$ cat config.mk
export PLATFORM = sky130hd
export DESIGN_NAME = spike_rate_decoder
export DESIGN_NICKNAME = d
export VERILOG_FILES = /design/src/rtl/lifn_pkg.sv /design/src/rtl/spike_isi_timer.sv /design/src/rtl/spike_rate_decoder.sv
export SDC_FILE = /design/constraint.sdc
export NUM_CORES = 1
export LEC_CHECK = 0
export ABC_AREA = 1
export BUFFER_PORTS_ARGS = -buffer_cell sky130_fd_sc_hd__buf_2
export CORE_MARGIN = 4
export CORE_UTILIZATION = 45
export DETAILED_ROUTE_END_ITERATION = 12
export PLACE_DENSITY = 0.65
export SLEW_MARGIN = 20
export SYNTH_ARGS = -nofsm -noshare
export SYNTH_HDL_FRONTEND = slang
export SYNTH_SLANG_ARGS = --single-unit
$ cat constraint.sdc
create_clock -name clk -period 4.4 [get_ports clk]
set_clock_uncertainty 0.2 [all_clocks]
set_input_delay 0.22 -clock clk [delete_from_list [all_inputs] [get_ports clk]]
set_output_delay 0.22 -clock clk [all_outputs]
set_load 0.05 [all_outputs]
$ cat src/rtl/lifn_pkg.sv
// Shared definitions for the neuron spike interface blocks.
// Holds the state encodings for the spike decoder FSMs and the default
// widths used when a decoder is instantiated without overriding them.
package lifn_pkg;

  localparam int DEFAULT_COUNT_W = 8;
  localparam int DEFAULT_ISI_W   = 8;

  typedef enum logic {
    IDLE  = 1'b0,
    COUNT = 1'b1
  } win_state_t;

  typedef enum logic {
    WAIT_FIRST = 1'b0,
    TIMING     = 1'b1
  } isi_state_t;

endpackage

$ cat src/rtl/spike_isi_timer.sv
// Inter-spike interval timer.
// Measures the number of clock cycles between consecutive spike events and
// presents the result with a one-cycle valid pulse.
// Ports:
//   clk       rising-edge clock
//   rst       synchronous active-high reset
//   en        enable; low returns the timer to WAIT_FIRST and clears the counter
//   evt       one-cycle spike event (already edge detected)
//   isi       last captured interval, saturated at 2^ISI_W-1
//   isi_valid one-cycle pulse when isi updates
//   isi_ovf   the captured interval reached the counter maximum
module spike_isi_timer
  import lifn_pkg::*;
#(
  parameter int ISI_W = DEFAULT_ISI_W
) (
  input  logic             clk,
  input  logic             rst,
  input  logic             en,
  input  logic             evt,
  output logic [ISI_W-1:0] isi,
  output logic             isi_valid,
  output logic             isi_ovf
);

  localparam logic [ISI_W-1:0] ISI_MAX  = '1;
  localparam logic [ISI_W-1:0] ISI_ONE  = ISI_W'(1);
  localparam logic [ISI_W-1:0] ISI_ZERO = '0;

  isi_state_t       state_q, state_d;
  logic [ISI_W-1:0] isi_cnt_q, isi_cnt_d;
  logic [ISI_W-1:0] isi_q, isi_d;
  logic             isi_valid_q, isi_valid_d;
  logic             isi_ovf_q, isi_ovf_d;
  logic             cnt_at_max;

  assign cnt_at_max = (isi_cnt_q == ISI_MAX);

  // Next-state logic for the interval FSM, counter and capture registers.
  always_comb begin
    state_d     = state_q;
    isi_cnt_d   = isi_cnt_q;
    isi_d       = isi_q;
    isi_ovf_d   = isi_ovf_q;
    isi_valid_d = 1'b0;
    if (!en) begin
      state_d   = WAIT_FIRST;
      isi_cnt_d = ISI_ZERO;
    end else begin
      case (state_q)
        WAIT_FIRST: begin
          if (evt) begin
            // The cycle after the first event already counts as 1.
            state_d   = TIMING;
            isi_cnt_d = ISI_ONE;
          end else begin
            isi_cnt_d = ISI_ZERO;
          end
        end
        TIMING: begin
          if (evt) begin
            isi_d       = isi_cnt_q;
            isi_ovf_d   = cnt_at_max;
            isi_valid_d = 1'b1;
            isi_cnt_d   = ISI_ONE;
          end else if (!cnt_at_max) begin
            isi_cnt_d = isi_cnt_q + ISI_ONE;
          end else begin
            isi_cnt_d = ISI_MAX;
          end
        end
        default: begin
          state_d   = WAIT_FIRST;
          isi_cnt_d = ISI_ZERO;
        end
      endcase
    end
  end

  // State and output registers.
  always_ff @(posedge clk) begin
    if (rst) begin
      state_q     <= WAIT_FIRST;
      isi_cnt_q   <= ISI_ZERO;
      isi_q       <= ISI_ZERO;
      isi_valid_q <= 1'b0;
      isi_ovf_q   <= 1'b0;
    end else begin
      state_q     <= state_d;
      isi_cnt_q   <= isi_cnt_d;
      isi_q       <= isi_d;
      isi_valid_q <= isi_valid_d;
      isi_ovf_q   <= isi_ovf_d;
    end
  end

  assign isi       = isi_q;
  assign isi_valid = isi_valid_q;
  assign isi_ovf   = isi_ovf_q;

endmodule

$ cat src/rtl/spike_rate_decoder.sv
// Spike train decoder: converts a 1-bit spike line into a per-window spike
// count (rate) and an inter-spike interval (isi).
// Ports:
//   clk        rising-edge clock
//   rst        synchronous active-high reset
//   en         decoder enable; low forces both FSMs idle
//   spike      spike line; an event is a 0->1 transition
//   window_len window length in cycles, sampled at each window start (0 -> 1)
//   rate       events counted in the last completed window
//   rate_valid one-cycle pulse when rate updates
//   rate_sat   the window that produced rate saturated the count
//   isi        cycles between the last two events
//   isi_valid  one-cycle pulse when isi updates
//   isi_ovf    the interval that produced isi reached the counter maximum
module spike_rate_decoder
  import lifn_pkg::*;
#(
  parameter int COUNT_W = DEFAULT_COUNT_W,
  parameter int ISI_W   = DEFAULT_ISI_W
) (
  input  logic               clk,
  input  logic               rst,
  input  logic               en,
  input  logic               spike,
  input  logic [7:0]         window_len,
  output logic [COUNT_W-1:0] rate,
  output logic               rate_valid,
  output logic               rate_sat,
  output logic [ISI_W-1:0]   isi,
  output logic               isi_valid,
  output logic               isi_ovf
);

  localparam logic [COUNT_W-1:0] CNT_MAX  = '1;
  localparam logic [COUNT_W-1:0] CNT_ONE  = COUNT_W'(1);
  localparam logic [COUNT_W-1:0] CNT_ZERO = '0;

  logic               spike_q;
  logic               evt;
  win_state_t         state_q, state_d;
  logic [7:0]         win_left_q, win_left_d;
  logic [COUNT_W-1:0] cnt_q, cnt_d;
  logic               sat_q, sat_d;
  logic [COUNT_W-1:0] rate_q, rate_d;
  logic               rate_valid_q, rate_valid_d;
  logic               rate_sat_q, rate_sat_d;
  logic [7:0]         win_len_eff;
  logic               cnt_at_max;
  logic [COUNT_W-1:0] cnt_inc;

  assign evt         = spike & ~spike_q;
  assign win_len_eff = (window_len == 8'd0) ? 8'd1 : window_len;
  assign cnt_at_max  = (cnt_q == CNT_MAX);
  assign cnt_inc     = cnt_at_max ? CNT_MAX : (cnt_q + CNT_ONE);

  // Edge-detect delay; keeps tracking the line even while disabled.
  always_ff @(posedge clk) begin
    if (rst) begin
      spike_q <= 1'b0;
    end else begin
      spike_q <= spike;
    end
  end

  // Next-state logic for the window FSM, event counter and rate outputs.
  always_comb begin
    state_d      = state_q;
    win_left_d   = win_left_q;
    cnt_d        = cnt_q;
    sat_d        = sat_q;
    rate_d       = rate_q;
    rate_sat_d   = rate_sat_q;
    rate_valid_d = 1'b0;
    if (!en) begin
      state_d    = IDLE;
      win_left_d = 8'd0;
      cnt_d      = CNT_ZERO;
      sat_d      = 1'b0;
    end else begin
      case (state_q)
        IDLE: begin
          state_d    = COUNT;
          win_left_d = win_len_eff;
          cnt_d      = CNT_ZERO;
          sat_d      = 1'b0;
        end
        COUNT: begin
          if (win_left_q == 8'd1) begin
            // Last window cycle: its event still belongs to this window, and
            // the next window starts immediately with no gap.
            rate_d       = evt ? cnt_inc : cnt_q;
            rate_sat_d   = sat_q | (evt & cnt_at_max);
            rate_valid_d = 1'b1;
            win_left_d   = win_len_eff;
            cnt_d        = CNT_ZERO;
            sat_d        = 1'b0;
          end else begin
            win_left_d = win_left_q - 8'd1;
            if (evt) begin
              cnt_d = cnt_inc;
              sat_d = sat_q | cnt_at_max;
            end else begin
              cnt_d = cnt_q;
            end
          end
        end
        default: begin
          state_d    = IDLE;
          win_left_d = 8'd0;
          cnt_d      = CNT_ZERO;
          sat_d      = 1'b0;
        end
      endcase
    end
  end

  // Window FSM state and rate output registers.
  always_ff @(posedge clk) begin
    if (rst) begin
      state_q      <= IDLE;
      win_left_q   <= 8'd0;
      cnt_q        <= CNT_ZERO;
      sat_q        <= 1'b0;
      rate_q       <= CNT_ZERO;
      rate_valid_q <= 1'b0;
      rate_sat_q   <= 1'b0;
    end else begin
      state_q      <= state_d;
      win_left_q   <= win_left_d;
      cnt_q        <= cnt_d;
      sat_q        <= sat_d;
      rate_q       <= rate_d;
      rate_valid_q <= rate_valid_d;
      rate_sat_q   <= rate_sat_d;
    end
  end

  assign rate       = rate_q;
  assign rate_valid = rate_valid_q;
  assign rate_sat   = rate_sat_q;

  spike_isi_timer #(
    .ISI_W(ISI_W)
  ) u_isi_timer (
    .clk      (clk),
    .rst      (rst),
    .en       (en),
    .evt      (evt),
    .isi      (isi),
    .isi_valid(isi_valid),
    .isi_ovf  (isi_ovf)
  );

endmodule

======== Yosys cells after proc, flatten, opt, wreduce, memory -nomap -nowiden ========
Index checks and enable logic that the tools add are counted.
word-level totals
  register bits ........................... 48
  bits of input ports ..................... 12
  output and inout bits ................... 20
  word-level logic and storage cells ...... 52
cells by class
  add/sub/neg operators ................... 3
  eq/ne operators ......................... 4
  muxes and demuxes ....................... 18
  bitwise gates (word level) .............. 8
  reduce and logical (&&, ||, !) cells .... 6
operators by type and width
  operator             number
  $mux 8               7
  $pmux 8 s2           3
  $add 8x1->8 const B  2
  $eq 8x8->1 const B   2
  $eq 8x1->1 const B   1
  $logic_not 8->1      1
  $sub 8x1->8 const B  1
  $mux 1               7
  $reduce_and 3->1     2
  $reduce_or 3->1      2
  $not 1->1            4
  $ne 3x2->1 const B   1
  $and 1x1->1          2
  $or 1x1->1           2
  $pmux 1 s2           1
  $reduce_or 2->1      1

======== Longest topological paths before layout ========
Gate-level depths: netlist of the first run.
  word-level depth ........................ 5
  depth in mapped cells ................... 9
  gate-level depth less buffers ........... 9

======== Modules after synthesis ========
A second synthesis of the first run with hierarchy kept.
second synthesis, totals
  cells, all modules ...................... 302
  area total of the unflattened synthesis .. 2,200.9 sq um
by module, submodules not included
  module              times used  cells each  area an instance (sq um)  seq. area each (sq um)
  spike_rate_decoder  1           202         1,420.1                   580.6
  spike_isi_timer     1           100         780.7                     380.4

======== Least setup slack after synthesis of the first run ========
OpenSTA, ideal clock, no wires.
  path type ............................... register to register
  start ................................... register cnt_q[0]
  end ..................................... register rate_q[6] (netlist: rate[6])
  setup time .............................. 0.116 ns
  arrival time ............................ 1.069 ns
  required time ........................... 4.084 ns
  path slack .............................. 3.015 ns
  cell stages (with the launch flop) ...... 7
  path buffers ............................ 0
  period minus slack after synthesis ...... 1.385 ns
  cells stage by stage .................... dfxtp_1 ha_1 nand2_1 nor2_1 nand4_1 a21oi_1 nor2_1
on the way
  word-level cells in the longest chain between the ends .. 3
  elaborated cells between the ends (all ways) .. 4
  those cells by class .................... 1 x add/sub; 1 x eq/ne; 2 x mux
ends and longest elaborated chain
  element                                    RTL line                                            source
  start: declaration                         spike_rate_decoder.sv:42                            logic [COUNT_W-1:0] cnt_q, cnt_d;
  start signal: assignment                   spike_rate_decoder.sv:130                           cnt_q <= cnt_d;
  $add 8x1->8 or $eq 8x8->1 (tied branches)  spike_rate_decoder.sv:54, spike_rate_decoder.sv:53
  $mux 8 (*)                                 spike_rate_decoder.sv:54                            assign cnt_inc = cnt_at_max ? CNT_MAX : (cnt_q + CNT_ONE);
  $mux 8 (*)                                 n/a
  end signal: assignment                     spike_rate_decoder.sv:132                           rate_q <= rate_d;
  end: declaration                           spike_rate_decoder.sv:44                            logic [COUNT_W-1:0] rate_q, rate_d;
Mark *: on every way between the ends. The rest lies on a longest branch, timed or not.
A chain may end at the register's enable or synchronous reset.

======== Worst setup path after layout of the first run ========
  start ................................... input port rst
  end ..................................... register u_isi_timer.isi_cnt_q[6]
on the way
  word-level cells in the longest chain between the ends .. 1
ends and longest elaborated chain
  element                           RTL line                  source
  start: declaration                spike_rate_decoder.sv:22  input logic rst,
  $reduce_or 2->1 (no source line)  n/a
  end signal: assignment            spike_isi_timer.sv:90     isi_cnt_q <= isi_cnt_d;
  end: declaration                  spike_isi_timer.sv:31     logic [ISI_W-1:0] isi_cnt_q, isi_cnt_d;
Every way passes these cells.

==> impl_metrics.ini, run 1 <==
[die]
num_rows = 25
coreArea_mm2 = 0.00482
start_util_pct = 47.2
die_x_um = 79.1
ios = 32
die_area_mm2 = 0.00625
die_h_um = 79.1

[yosys]
synth_top_area_share_pct = 42.3
ys_types = 31
ys_top_cells_by_area = dfxtp_1, nand2_1, nor2_1
yosys_register_bits = 48
yosysWarnings = 0
netlist_area_mm2 = 0.00227
syn-num-nets = 315
synthFlopType = dfxtp_1
synth_edf_count = 0
syn_inst = 299
synth_area_per_cell_um2 = 7.60
synthArstFlopShare_pct = 0
synth-seq-area-share_pct = 42.3
synth_top_area_cell = dfxtp_1

[timing]
period_minus_slack_ns = 1.71
worst_pin_slew_ns = 0.287
period_share_pct = 38.8
finalMaxSlewViolations = 0
holdWs_ns = 0.0171
setup_tns_ns = 0
final-hold-violation-count = 0
setup-violations-final = 0
post-route-worst-setup-slack_ns = 2.69
rsz0062_at_grt = no
max_slew_margin_pct = 80.8
max_freq_mhz = 586

[clocking]
clkLatencyLatePin_ns = 0.30
cts_buffers = 5
cts_root_buf = clkbuf_8
cts_buffer_depth = 2
cts_tree = built
cts_resized = 0
cts.sinks = 48
htree_levels = 2
clkSlewWorstSetupHoldPaths_ns = 0.09
cts_setup_buffers = 0

[setup_path]
worst_path_largest_cell_delay_ns = 0.53
worstPathMaxFanout = 16
cp-start-kind = input pin
cpMaxStageDelayCell = dlygate4sd3_1
cp-end-kind = flop
path_class = in -> reg
reg2reg_from = cnt_q[0]
required_ns = 4.44
crit_start = rst
crit_arrival_ns = 1.75
critPathTopFamily = buffers and inverters
critPathBufInv = 5
critical_path.cell_chain = dlygate4sd3_1 > buf_2 > inv_4 > nand2_2 > clkinv_2 > nand3_4 > inv_2 > o21ai_1 > a31oi_1

[drt]
drt_wl_total_um = 4650
num_vias = 1935
routed_via_density = 4.75
wl_per_cell_um = 11.4
drtAntennaViolNets = 0
drt_pass1_iterations = 4
drtIter0Drc = 68
drc = 0

[grt]
grt_pass1_vias = 1857
grt_max_degree = 17
grt_usage_pct = 16.7
grt_pass1_wl_um = 8290
gr-total-overflow = 0
antenna_found_initial = 0

[run]
maxCapViolations = 0

[min_path]
min_from = window_len[6]
hp-class = in -> reg

[power]
p_per_area_mw_per_mm2 = 324
p_total_w = 0.000861
power_frac_clock_pct = 38.7
p_int_w = 0.000656
pwr-share-seq_pct = 52.0
switchingPower_w = 0.000206
leakage_nw = 1.29
switching_share_pct = 23.9
p_comb_share_pct = 9.3
ir_worst_vdd_mv = 0.161

[cells_and_area]
final_nets = 355
fillers = 490
antenna_cells = 0
area_growth_pct = 17.0
layout-drive-gt1-share_pct = 22.6
multi_input_area_mm2 = 0.00111
final_cell_area_mm2 = 0.00266
regArea_um2 = 961

[placed_design]
place_ws_ns = 2.86
finalWeightedCongestion = 0.803
dpl_cell_area_mm2 = 0.00248
port_buffers = 31
hpwl_um = 3400

[status]
status = finished, final reports clean
## cell usage in the layout, fill, tap and decap left out, drive strengths merged
cell type and n:
clkbuf 6, xor2 4, dlygate4sd3 6, nand2 61, ha 4, nand3 24, dfxtp 48, nor2 58
inv 42, buf 31, nand4 2, a21oi 13, and2 1, bufinv 1, clkinv 2, nor3 2
a31oi 3, o21ai 29, or2 1, xnor2 2
## worst paths after layout
path / end / slack [ns] / depth (start not counted)
hold reg to reg: rate_sat / 0.28 / 2
setup / recovery: u_isi_timer.isi_cnt_q[6] / 2.69 / 9
hold / removal: win_left_q[6] / 0.02 / 3
setup reg to reg: rate_sat / 2.85 / 7
## power by group through the flow
stage | combinational, W | clock (W) | sequential [W]
after floorplan | 0.0000526 | 0 | 0.000464
after global placement | 0.0000748 | 0 | 0.000458
after detailed placement | 0.0000755 | 0 | 0.000458
after CTS | 0.0000802 | 0.000342 | 0.000448
after global routing | 0.0000897 | 0.000361 | 0.000449
final | 0.0000800 | 0.000333 | 0.000448
## per-layer routing
metal | GRT usage (%) | vias to the layer above | share of wire, %
met5 | 0 | - | 0
met4 | 5.15 | 0 | 1.7
met3 | 4.08 | 9 | 3.7
met2 | 28.2 | 30 | 47
met1 | 21.0 | 874 | 48
li1 | - | 1022 | -
## flip-flops by register name, indices dropped and copies added (netlist names)
name / count
cnt_q: 8
rate: 8
rate_sat: 1
rate_valid: 1
sat_q: 1
spike_q: 1
state_q: 1
u_isi_timer.isi: 8
u_isi_timer.isi_cnt_q: 8
u_isi_timer.isi_ovf: 1
u_isi_timer.isi_valid: 1
u_isi_timer.state_q: 1
win_left_q: 8
## synthesized netlist by cell type (4+ instances only)
master   instances
nand2_2          5
nand3_2          5
o21ai_0         20
inv_1           36
nand3_1         17
nand2_1         52
nand2_4          4
o21ai_1          8
nor2_1          47
inv_2            5
ha_1             4
dfxtp_1         48
xor2_1           4
a21oi_1         11
nor2_4           7
## tightest hold or removal path, cell delays in order
cell     delay [ns]
buf_2          0.08
o21ai_0        0.08
nor2_1         0.09
## logic make-up after synthesis
family / after synthesis / share of synthesized area, %
buffers and inverters: 47 / 8.75
AO/OA/AOI/OAI: 45 / 10.6
AND/OR/NAND/NOR: 149 / 33.9
XOR/XNOR: 6 / 2.31
flip-flops: 48 / 42.3
adder cells (fa/ha/maj): 4 / 2.20
## final cells by class
class                      instances  share of cell area (%)
sequential                        48                    36.1
timing repair buffer              37                    8.09
multi-input combinational        204                    41.9
inverter                          43                    6.21
clock inverter                     2                    1.46
clock buffer                       6                    3.10
tap                               67                    3.15
## through the flow
stage,std cells,utilization (%)
floorplan,299,-
global placement,393,51.5
detailed placement,393,51.5
CTS,407,55.2
global route,407,55.2
finish,407,55.2
## timing repair
item | 4_1_cts | 5_1_grt
hold endpoints to repair | 7 | 0
endpoints found under the setup margin | 0 | 0
hold buffers | 6 | 0
(Power assumes the default switching activity.)
==> run 2: changes to the inputs <==
clock period = 1.6 ns   (was 4.4 ns; I/O delays follow)
==> run 2 against run 1 <==
  * Via count grew 1.7%
  * Highest routed layer unchanged
  * Non-clock buffer count grew 14
  * Die area is the same
  * Sequential power grew to 2.7 times the previous value
  * Critical path depth shrank 5
  * Hold slack is essentially flat
  * Largest cell class unchanged
  * Count of clock-buffer cells in the layout is the same
  * Cell count grew 3.7%
  * Total power grew to 2.7 times the previous value
  * Worst setup slack lost 2.6 ns
==> impl_metrics.ini, run 2 (synthesis gave the netlist of run 1 again) <==
[clocking]
htree_levels = 2
cts_tree = built
clkSlewWorstSetupHoldPaths_ns = 0.09
clkLatencyLatePin_ns = 0.30
cts_root_buf = clkbuf_8
cts_buffers = 5
cts_buffer_depth = 2
cts.sinks = 48

[power]
switching_share_pct = 24.3
ir_worst_vdd_mv = 0.537
power_frac_clock_pct = 36.8
p_per_area_mw_per_mm2 = 841
switchingPower_w = 0.000569
p_comb_share_pct = 10.7
leakage_nw = 1.36
p_int_w = 0.00178
pwr-share-seq_pct = 52.5

[die]
start_util_pct = 47.2
die_area_mm2 = 0.00625
die_h_um = 79.1
coreArea_mm2 = 0.00482
ios = 32
num_rows = 25
die_x_um = 79.1

[drt]
routed_via_density = 4.66
wl_per_cell_um = 11.5
drtAntennaViolNets = 0
num_vias = 1968
drt_wl_total_um = 4830
drt_pass1_iterations = 4
drc = 0
drtIter0Drc = 134

[timing]
period_minus_slack_ns = 1.50
setup-violations-final = 0
finalMaxSlewViolations = 0
final-hold-violation-count = 0
worst_pin_slew_ns = 0.254
period_share_pct = 93.9
max_slew_margin_pct = 83.0
holdWs_ns = 0.0170
max_freq_mhz = 665
setup_tns_ns = 0
rsz0062_at_grt = no

[run]
maxCapViolations = 0

[placed_design]
port_buffers = 31
hpwl_um = 3350
finalWeightedCongestion = 0.841

[status]
status = finished, final reports clean

[grt]
antenna_found_initial = 0
grt_pass1_vias = 1865
grt_pass1_wl_um = 8320
gr-total-overflow = 0
grt_max_degree = 16
grt_usage_pct = 16.8

[cells_and_area]
final_cell_mix = nand2_1, dfxtp_1, nor2_1, inv_1, buf_2
layout_commonest_cell = nand2_1
area_growth_pct = 22.7
antenna_cells = 0
final_nets = 370
layout-drive-gt1-share_pct = 25.4

[setup_path]
cp-end-kind = flop
cp-start-kind = flop
path_class = reg -> reg
worstPathMaxFanout = 8
crit_arrival_ns = 1.49
required_ns = 1.59

[min_path]
hp-class = in -> reg
[run 2: cell types whose count changed in the layout (fill, tap and decap cells not counted), sizes merged]
cell,change
buf,+7
dlygate4sd3,+7
nor2,+1
[run 2: timing repair]
item / in CTS / in global routing
buffers inserted: 0 / 2
hold endpoints to repair: 16 / 0
endpoints found under the setup margin: 0 / 18
resized for setup: 0 / 8
hold buffers: 13 / 0
[run 2: worst max-delay path: stages (launching register included)]
cell and delay [ns]:
dfxtp_1 0.38, inv_1 0.09, nand2_4 0.13, nor3_1 0.06, dlygate4sd3_1 0.54
[run 2: stage by stage]
step	std cells	area, µm²	worst slack [ns]	power, W	utilization [%]
after global routing	422	2790	0.000680	0.00246	57.9
after global placement	398	2520	0.127	0.00148	52.2
after CTS	419	2750	0.0661	0.00236	57.2
final	422	2790	0.0969	0.00235	57.9
after detailed placement	398	2520	0.105	0.00148	52.2
after floorplan	299	2270	0.215	0.00142	-
[run 2: path summary, 6_finish.rpt]
kind | to | slack (ns) | startpoint | cells after the start
min | state_q | 0.02 | rst | 4
max | u_isi_timer.isi_valid | 0.1 | spike_q | 4
max reg2reg | u_isi_timer.isi_valid | 0.1 | spike_q | 4
min reg2reg | u_isi_timer.isi[1] | 0.26 | u_isi_timer.isi[1] | 2
[run 2: final cells by class]
class                      count  area (µm²)
timing repair buffer          51         338
clock inverter                 2        35.0
sequential                    48         962
clock buffer                   6        72.6
multi-input combinational    205        1130
inverter                      43         165
tap                           67        83.8
fill                         494        2030
[run 2: metal layers]
| layer | share of wire [%] | routed length [µm] | GRT usage (%) |
|---|---|---|---|
| met2 | 48 | 2310 | 28.8 |
| met4 | 2.0 | 98 | 6.36 |
| met3 | 3.4 | 166 | 3.97 |
| met1 | 47 | 2260 | 20.3 |
| met5 | 0 | 0 | 0 |
[run 2: power groups by stage]
stage / logic, W / clock network (W) / registers [W]
after CTS: 0.000243 / 0.000887 / 0.00123
after detailed placement: 0.000219 / 0 / 0.00126
after floorplan: 0.000145 / 0 / 0.00128
after global placement: 0.000218 / 0 / 0.00126
after global routing: 0.000280 / 0.000941 / 0.00123
final: 0.000251 / 0.000864 / 0.00123
